--- src/rtl/mem_port_arbiter_pkg.sv ---
// mem_port_arbiter_pkg: shared types and defaults for the memory port arbiter.
// FSM state encoding, owner encoding and default bus widths live here so the
// top and the round-robin picker agree on them.
package mem_port_arbiter_pkg;

    // Default widths and watchdog limit
    localparam int DEF_ADDR_W      = 32;
    localparam int DEF_DATA_W      = 32;
    localparam int DEF_TIMEOUT_CYC = 255;

    // Owner encoding: bit index into the {d_req, if_req} request vector
    localparam logic OWN_IF = 1'b0;
    localparam logic OWN_D  = 1'b1;

    // Arbiter FSM states
    typedef enum logic [1:0] {
        IDLE = 2'd0,
        REQ  = 2'd1,
        RESP = 2'd2
    } arb_state_e;

endpackage

--- src/rtl/mem_port_arbiter_rr_pick2.sv ---
// rr_pick2: two-way round-robin pick.
// req[0] is the fetch port, req[1] the data port. A lone requester always
// wins; on a tie the requester that was not served last wins.
module rr_pick2 (
    input  logic [1:0] req,
    input  logic       last,
    output logic       sel
);

    // Tie goes to the side not served last; otherwise req[1] alone picks data
    assign sel = (req == 2'b11) ? ~last : req[1];

endmodule

--- src/rtl/mem_port_arbiter.sv ---
// mem_port_arbiter: shares one single-ported memory between a fetch port and
// a data port, one transaction in flight at a time (IDLE -> REQ -> [RESP]).
// All m_* request fields come from registers latched in IDLE, so there is no
// combinational path from a requester to the memory request.
// Optional feature: define MEM_ARB_TIMEOUT_EN to build a watchdog that
// abandons a transaction after TIMEOUT_CYC cycles in REQ/RESP and sets a
// sticky err flag. Without it err is tied low and the FSM waits forever.
module mem_port_arbiter
    import mem_port_arbiter_pkg::*;
#(
    parameter int ADDR_W      = DEF_ADDR_W,
    parameter int DATA_W      = DEF_DATA_W,
    parameter int TIMEOUT_CYC = DEF_TIMEOUT_CYC
) (
    input  logic              clk,
    input  logic              rst,
    // fetch port
    input  logic              if_req,
    input  logic [ADDR_W-1:0] if_addr,
    output logic              if_gnt,
    output logic              if_rvalid,
    output logic [DATA_W-1:0] if_rdata,
    // data port
    input  logic              d_req,
    input  logic              d_we,
    input  logic [ADDR_W-1:0] d_addr,
    input  logic [DATA_W-1:0] d_wdata,
    output logic              d_gnt,
    output logic              d_rvalid,
    output logic [DATA_W-1:0] d_rdata,
    // memory port
    output logic              m_req,
    output logic              m_we,
    output logic [ADDR_W-1:0] m_addr,
    output logic [DATA_W-1:0] m_wdata,
    input  logic              m_ready,
    input  logic              m_rvalid,
    input  logic [DATA_W-1:0] m_rdata,
    // status
    output logic              err
);

    arb_state_e        r_state;
    arb_state_e        w_state_nxt;
    logic              r_owner;
    logic              r_last;
    logic              r_we;
    logic [ADDR_W-1:0] r_addr;
    logic [DATA_W-1:0] r_wdata;
    logic              w_sel;
    logic              w_any_req;
    logic              w_tmo;
    logic              w_gnt;
    logic              w_rvld;

    assign w_any_req = if_req | d_req;

    rr_pick2 u_rr_pick2 (
        .req  ({d_req, if_req}),
        .last (r_last),
        .sel  (w_sel)
    );

`ifdef MEM_ARB_TIMEOUT_EN
    localparam int CNT_W = $clog2(TIMEOUT_CYC + 1);

    logic [CNT_W-1:0] r_cnt;
    logic             r_err;

    // Watchdog: restart on every state change, count while busy
    always_ff @(posedge clk or posedge rst) begin
        if (rst) begin
            r_cnt <= '0;
        end else if (w_state_nxt != r_state) begin
            r_cnt <= '0;
        end else if (r_state != IDLE) begin
            r_cnt <= r_cnt + 1'b1;
        end
    end

    // Last busy cycle before the limit forces the FSM back to IDLE
    assign w_tmo = (r_state != IDLE) && (r_cnt == CNT_W'(TIMEOUT_CYC - 1));

    // Sticky error flag, cleared only by reset
    always_ff @(posedge clk or posedge rst) begin
        if (rst) begin
            r_err <= 1'b0;
        end else if (w_tmo) begin
            r_err <= 1'b1;
        end
    end

    assign err = r_err;
`else
    // Watchdog limit has no meaning without the timeout feature
    localparam int TMO_UNUSED = TIMEOUT_CYC;

    assign w_tmo = 1'b0;
    assign err   = 1'b0;
`endif

    // State register
    always_ff @(posedge clk or posedge rst) begin
        if (rst) begin
            r_state <= IDLE;
        end else begin
            r_state <= w_state_nxt;
        end
    end

    // Next-state logic; a timeout overrides any handshake in the same cycle
    always_comb begin
        w_state_nxt = r_state;
        case (r_state)
            IDLE: begin
                if (w_any_req) w_state_nxt = REQ;
            end
            REQ: begin
                if (w_tmo)        w_state_nxt = IDLE;
                else if (m_ready) w_state_nxt = r_we ? IDLE : RESP;
            end
            RESP: begin
                if (w_tmo)         w_state_nxt = IDLE;
                else if (m_rvalid) w_state_nxt = IDLE;
            end
            default: w_state_nxt = IDLE;
        endcase
    end

    // Output decode: memory request, owner-steered grant and read-valid
    always_comb begin
        m_req     = (r_state == REQ);
        w_gnt     = (r_state == REQ)  && m_ready  && !w_tmo;
        w_rvld    = (r_state == RESP) && m_rvalid && !w_tmo;
        if_gnt    = w_gnt  && (r_owner == OWN_IF);
        d_gnt     = w_gnt  && (r_owner == OWN_D);
        if_rvalid = w_rvld && (r_owner == OWN_IF);
        d_rvalid  = w_rvld && (r_owner == OWN_D);
    end

    // Read data goes to both ports; rvalid alone qualifies it
    assign if_rdata = m_rdata;
    assign d_rdata  = m_rdata;

    assign m_we    = r_we;
    assign m_addr  = r_addr;
    assign m_wdata = r_wdata;

    // Request capture in IDLE and round-robin history update on grant.
    // last_owner moves at the grant: arbitration only happens in IDLE, so this
    // is indistinguishable from updating at read completion, and it also
    // covers writes which never visit RESP.
    always_ff @(posedge clk or posedge rst) begin
        if (rst) begin
            r_owner <= OWN_IF;
            r_last  <= OWN_D;
            r_we    <= 1'b0;
            r_addr  <= '0;
            r_wdata <= '0;
        end else begin
            if ((r_state == IDLE) && w_any_req) begin
                r_owner <= w_sel;
                if (w_sel == OWN_D) begin
                    r_addr  <= d_addr;
                    r_wdata <= d_wdata;
                    r_we    <= d_we;
                end else begin
                    // fetch port is read-only
                    r_addr  <= if_addr;
                    r_wdata <= '0;
                    r_we    <= 1'b0;
                end
            end
            if (w_gnt) begin
                r_last <= r_owner;
            end
        end
    end

endmodule

--- config.mk ---
export PLATFORM = sky130hd
export DESIGN_NAME = mem_port_arbiter
export DESIGN_NICKNAME = d
export VERILOG_FILES = /design/src/rtl/mem_port_arbiter_pkg.sv /design/src/rtl/mem_port_arbiter_rr_pick2.sv /design/src/rtl/mem_port_arbiter.sv
export SDC_FILE = /design/constraint.sdc
export NUM_CORES = 1
export LEC_CHECK = 0
export ABC_AREA = 1
export BUFFER_PORTS_ARGS = -buffer_cell sky130_fd_sc_hd__clkbuf_2
export CAP_MARGIN = 20
export CORE_AREA = 2 2 105 107
export DETAILED_ROUTE_END_ITERATION = 7
export DIE_AREA = 0 0 107 109
export PLACE_DENSITY = 0.7
export SYNTH_ARGS = -nofsm -noshare
export SYNTH_HDL_FRONTEND = slang
export SYNTH_SLANG_ARGS = --single-unit
--- constraint.sdc ---
create_clock -name clk -period 5.5 [get_ports clk]
set_clock_uncertainty 0.15 [all_clocks]
set_input_delay 0.825 -clock clk [delete_from_list [all_inputs] [get_ports clk]]
set_output_delay 0.825 -clock clk [all_outputs]
set_load 0.05 [all_outputs]
==> qor.yml, run 1 <==
die_y_um: 109
status: "completed"
finalCriticalPeriod_ns: 2.80
min_path_type: "reg2reg"
min_path_cells: 2
clock_latency_ns: 0.33
slew_viol_final: 0
rows: 38
worstSetupEndpointType: "flip-flop"
diodes: 0
via_count: 3395
cts_resized: 0
place_hpwl_um: 6490
worstHoldStart: "m_addr[1]"
tightest_slew_ns: 0.891
cp.required_ns: 5.62
critical_path_class: "in2reg"
slew_headroom: 0.406
io_pins: 270
wl_um: 9280
synth_cells: 519
cts_setup_buffers: 0
synth_fp_nets: 654
path_delay_family: "buffers and inverters"
post-route-period-util: 0.510
timing.fmax_ghz: 0.357
start_util: 0.363
leakage_nw: 2.84
htreeDepth: 3
cp_slowest_cell: "clkbuf_2"
rsz0062_at_grt: "no"
r2r-end: "m_wdata[7]"
clock_path_buffers: 2
yosysWarnings: 0
setup_viol: 0
cpPeakStageDelay_ns: 0.55
grt.overflow.total: 0
holdBufCountCts: 0
clkPwrFrac: 0.124
dp.cells: 741
layout.nets: 750
peakVddDrop_mv: 0.264
dpl_cell_area_sq_um: 4270
timing.hold.ws_ns: 0.327
grt_pass1_wl_um: 15200
synth_cell_types: 15
min_to: "m_addr[1]"
path_common_cell: "nand2_1"
dr.pass1.iters: 4
synth_top_area_share: 0.442
crit_buf_inv: 3
utilization: 0.424
routabilityCongestion: 0.741
dieArea_sq_um: 11700
maxCapViolCount: 0
track_usage: 0.165
syn-mean-instance-area_sq_um: 7.42
port-buffer-count: 172
synth_seq_cells: 69
area_growth_pct: 16.9
drt_iter0_markers: 253
ant_nets: 0
syn_area_sq_um: 3850
drc: 0
cts_made_buffers: 9
p_sw_mw: 1.65
finalInstanceArea_sq_um: 4500
swShare: 0.557
grt_start_max_net_pins: 70
antenna_found_initial: 0
final_cells: 760
r2r_start: "r_last"
power_density_nw_per_um2: 657
viasPerCell: 4.47
r2r_cells: 7
cts_tree: "yes"
crit_fanout: 34
startpoint_type: "input pin"
cell_internal_pwr_mw: 1.31
yosysSeqAreaShare: 0.449
seq_power_share: 0.302
clockRootBuffer: "clkbuf_8"
numClockSinks: 69
layout-drive-gt1-share: 0.315
die_w_um: 107
yosysTopAreaCell: "dfrtp_1"
grt_pass1_vias: 3356
worstPathArrival_ns: 2.92
clkTransAtPathRegs_ns: 0.07
core_sq_um: 10600
fill_cells: 1156
power_frac_comb: 0.573
setup_tns_ns: 0
crit_cells: 6
crit_chain: "clkbuf_2 -> nand2_1 -> buf_8 -> inv_2 -> nand3_1 -> nand2_1"
r2r_slack_ns: 3.12
wl_per_cell_um: 12.2
synth.top_cells.by_area: "dfrtp_1 44%, nand2_1 17%, buf_4 13%"
finalHoldViolCount: 0
-- sequential cells by signal (all words and copies together) (netlist names) --
| name | count |
|---|---|
| r_state | 2 |
| m_wdata | 32 |
| r_owner | 1 |
| m_addr | 32 |
| m_we | 1 |
| r_last | 1 |
-- cells by family (layout without fill, tap and decap cells) --
| group | after synthesis | in the layout | synth area share |
|---|---|---|---|
| buffers and inverters | 165 | 266 | 0.236 |
| AO/OA/AOI/OAI | 2 | 2 | 0.00260 |
| AND/OR/NAND/NOR | 282 | 282 | 0.312 |
| flip-flops | 69 | 69 | 0.449 |
| other | 1 | 1 | 0.000974 |
-- worst min-delay path: cells and delay by family (launching register included) --
kind,cells,cell delay (ns)
simple gates,2,0.10
flops,1,0.34
-- per-stage QoR --
step	setup slack, ns	power, mW
after floorplan	2.45	2.33
after global placement	1.56	2.57
after detailed placement	1.41	2.59
after CTS	1.77	2.98
after global routing	2.44	3.16
final	2.70	2.96
-- power groups by stage --
stage          Sequential (mW)  Clock [mW]  Combinational [mW]
2_1_floorplan             1.68           0               0.648
3_3_place_gp             0.903           0                1.67
3_5_place_dp             0.899           0                1.69
4_1_cts                  0.897       0.387                1.69
5_1_grt                  0.928       0.405                1.83
6_report                 0.895       0.367                1.70
-- synthesized netlist by cell type --
| cell type | n |
|---|---|
| nand2_1 | 174 |
| dfstp_2 | 1 |
| nand3b_1 | 1 |
| buf_4 | 68 |
| clkbuf_1 | 6 |
| buf_2 | 16 |
| buf_6 | 2 |
| inv_2 | 2 |
| nor2_1 | 7 |
| inv_1 | 71 |
| conb_1 | 1 |
| nand3_1 | 98 |
| dfrtp_1 | 68 |
| nor2_4 | 2 |
| o21ai_0 | 2 |
-- placed cells by master (no fill, tap or decap) --
cell,count
clkbuf_2,172
inv_1,70
buf_8,1
nor2_1,7
clkbuf_8,11
buf_12,1
clkbuf_1,4
clkinv_2,1
nor2_4,2
inv_2,3
nand3b_1,1
dfrtp_1,68
buf_4,2
dfstp_2,1
buf_16,1
conb_1,1
nand3_1,98
nand2_1,174
o21ai_0,2
-- area by class of cell --
| class | instances | area, sq um | area share |
|---|---|---|---|
| flip-flops and latches | 69 | 1730 | 0.384 |
| multi-input cells | 285 | 1210 | 0.270 |
| repair buffers | 177 | 938 | 0.209 |
| inverters | 73 | 274 | 0.0609 |
| well taps | 140 | 175 | 0.0389 |
| clock buffers | 15 | 166 | 0.0370 |
| clock inverters | 1 | 5.00 | 0.00111 |
-- routing by layer --
layer | share of wire | GRT usage | wire, um | up-vias
met4 | 0.028 | 0.0770 | 262 | 0
li1 | - | - | - | 1694
met2 | 0.48 | 0.278 | 4430 | 140
met3 | 0.079 | 0.0478 | 732 | 24
met1 | 0.42 | 0.194 | 3850 | 1537
met5 | 0 | 0 | 0 | -
-- worst max path at each step --
stage | from | end | slack [ns]
final | d_req | m_wdata[7] | 2.70
after global routing | d_req | r_owner | 2.44
after CTS | if_req | m_wdata[19] | 1.77
after detailed placement | if_req | m_wdata[19] | 1.41
after global placement | if_req | m_wdata[7] | 1.56
after floorplan | r_state[1] | d_gnt | 2.45
No activity file was read; power rests on OpenSTA's default activity.
==> run 2, diff against run 1 <==
- CORE_AREA: 2 2 105 107 -> default
- CORE_ASPECT_RATIO: default -> 0.9
- CORE_MARGIN: default -> 2
- CORE_UTILIZATION: default -> 38
- DIE_AREA: 0 0 107 109 -> default
- PLACE_DENSITY: 0.7 -> 0.75
- clock period: 5.5 -> 2.52 ns (I/O delays scaled with it)
==> qor.yml, run 2 (synthesized netlist as in run 1, its figures left out) <==
setup_tns_ns: 0  # unchanged
rows: 34  # was 38
die_w_um: 110  # was 107 um
cts_made_buffers: 9  # unchanged
worstPathArrival_ns: 1.50  # was 2.92 ns
dr.pass1.iters: 4  # unchanged
finalCriticalPeriod_ns: 2.02
swShare: 0.530  # was 0.557
cell_internal_pwr_mw: 3.29  # was 1.31 mW
clock_path_buffers: 2  # unchanged
timing.fmax_ghz: 0.494
setup_viol: 0  # unchanged
cts_tree: "yes"  # unchanged
clkPwrFrac: 0.187  # was 0.124
slew_viol_final: 0  # unchanged
fill_cells: 987  # was 1,156
core_sq_um: 9780  # was 10,600 sq um
io_pins: 270  # unchanged
antenna_found_initial: 0  # unchanged
port-buffer-count: 172  # unchanged
post-route-period-util: 0.803
diodes: 0  # unchanged
finalHoldViolCount: 0  # unchanged
seqCellArea_sq_um: 1730  # unchanged
clock_latency_ns: 0.32  # was 0.33 ns
most-common-layout-cells: "174 x nand2_1, 172 x clkbuf_2, 98 x nand3_1, 70 x inv_1, 68 x dfrtp_1"  # unchanged
start_util: 0.394  # was 0.363
die_y_um: 99.5  # was 109 um
slew_headroom: 0.511  # was 0.406
status: "completed"  # unchanged
wl_per_cell_um: 12.5  # was 12.2 um
layout.nets: 753  # was 750
dpl_cell_area_sq_um: 4310  # was 4270 sq um
r2r-end: "m_addr[3]"  # was m_wdata[7]
min_path_type: "in2async"  # was reg2reg
power_density_nw_per_um2: 1510  # was 657 nW/um^2
final_common_cell: "nand2_1"  # unchanged
finalInstanceArea_sq_um: 4630  # was 4500 sq um
worstSetupEndpointType: "output port"  # was flip-flop
peakVddDrop_mv: 0.927  # was 0.264 mV
cts_resized: 0  # unchanged
timing.hold.ws_ns: 0.0127  # was 0.327 ns
clockRootBuffer: "clkbuf_16"  # was clkbuf_8
routabilityCongestion: 0.727  # was 0.741
seq_power_share: 0.281  # was 0.302
area_growth_pct: 20.2  # was 16.9%
ant_nets: 0  # unchanged
htreeDepth: 3  # unchanged
r2r_cells: 6  # was 7
cts_setup_buffers: 0  # unchanged
grt.overflow.total: 0  # unchanged
wl_um: 9360  # was 9280 um
r2r_start: "r_last"  # unchanged
dp.cells: 733  # was 741
rsz0062_at_grt: "no"  # unchanged
final_cells: 749  # was 760
crit_fanout: 5  # was 34
critical_path_class: "reg2out"  # was in2reg
clkTransAtPathRegs_ns: 0.05  # was 0.07 ns
holdBufCountCts: 0  # unchanged
drc: 0  # unchanged
drt_iter0_markers: 139  # was 253
grt_pass1_vias: 3347  # was 3,356
via_count: 3451  # was 3,395
track_usage: 0.173  # was 0.165
viasPerCell: 4.61  # was 4.47
power_frac_comb: 0.533  # was 0.573
numClockSinks: 69  # unchanged
startpoint_type: "flip-flop"  # was input pin
p_sw_mw: 3.70  # was 1.65 mW
maxCapViolCount: 0  # unchanged
leakage_nw: 2.91  # was 2.84 nW
r2r_slack_ns: 0.97  # was 3.12 ns
layout-drive-gt1-share: 0.326  # was 0.315
place_hpwl_um: 6900  # was 6490 um
dieArea_sq_um: 11000  # was 11,700 sq um
cp.required_ns: 1.99  # was 5.62 ns
tightest_slew_ns: 0.732  # was 0.891 ns
grt_pass1_wl_um: 15000  # was 15,200 um
multi_input_area_sq_um: 1220  # was 1210 sq um
grt_start_max_net_pins: 39  # was 70
run 2: changes by cell type in the layout (fill, tap and decap cells not counted), moves of 2 or more:
cell / before / now
clkbuf_16: 0 / 9
clkbuf_8: 11 / 3
buf_4: 2 / 7
clkbuf_1: 4 / 0
clkinvlp_4: 0 / 2
run 2: power groups by stage:
stage                     logic, mW  registers (mW)  clock network [mW]
after detailed placement       3.76            1.96                   0
after CTS                      3.76            1.96                1.34
final                          3.72            1.96                1.30
after global routing           4.00            2.02                1.38
after global placement         3.71            1.95                   0
after floorplan                1.42            3.67                   0
run 2: worst max path at each step:
stage                     startpoint  endpoint  cells past startpoint
final                     r_state[1]     d_gnt                      4
after global routing      r_state[1]     d_gnt                      4
after CTS                 r_state[1]     d_gnt                      4
after detailed placement  r_state[1]     d_gnt                      4
after global placement    r_state[1]     d_gnt                      4
after floorplan           r_state[1]     d_gnt                      3
run 2: critical path, stage by stage (launching register included):
cell and delay (ns):
dfrtp_1 0.42, nor2_2 0.18, nand2_1 0.13, nor2_1 0.14, clkbuf_2 0.30
run 2: cell type report:
cell class / count / share of cell area
timing repair buffer: 180 / 0.202
inverter: 73 / 0.0592
multi-input combinational: 285 / 0.263
clock inverter: 4 / 0.0116
clock buffer: 12 / 0.0576
tap: 126 / 0.0341
sequential: 69 / 0.373
run 2: per-stage QoR:
step | utilization | total power, mW | setup WS (ns)
after floorplan | - | 5.09 | 0.207
after global placement | 0.440 | 5.66 | 0.896
after detailed placement | 0.440 | 5.72 | 0.844
after CTS | 0.473 | 7.06 | 0.493
after global routing | 0.473 | 7.40 | 0.387
final | 0.473 | 6.99 | 0.497
run 2: per-layer routing:
layer | up-vias | part of all wire | global-route usage
met3 | 16 | 0.082 | 0.0478
met1 | 1599 | 0.43 | 0.202
met4 | 0 | 0.013 | 0.0635
met2 | 136 | 0.48 | 0.303
met5 | - | 0 | 0
li1 | 1700 | - | -
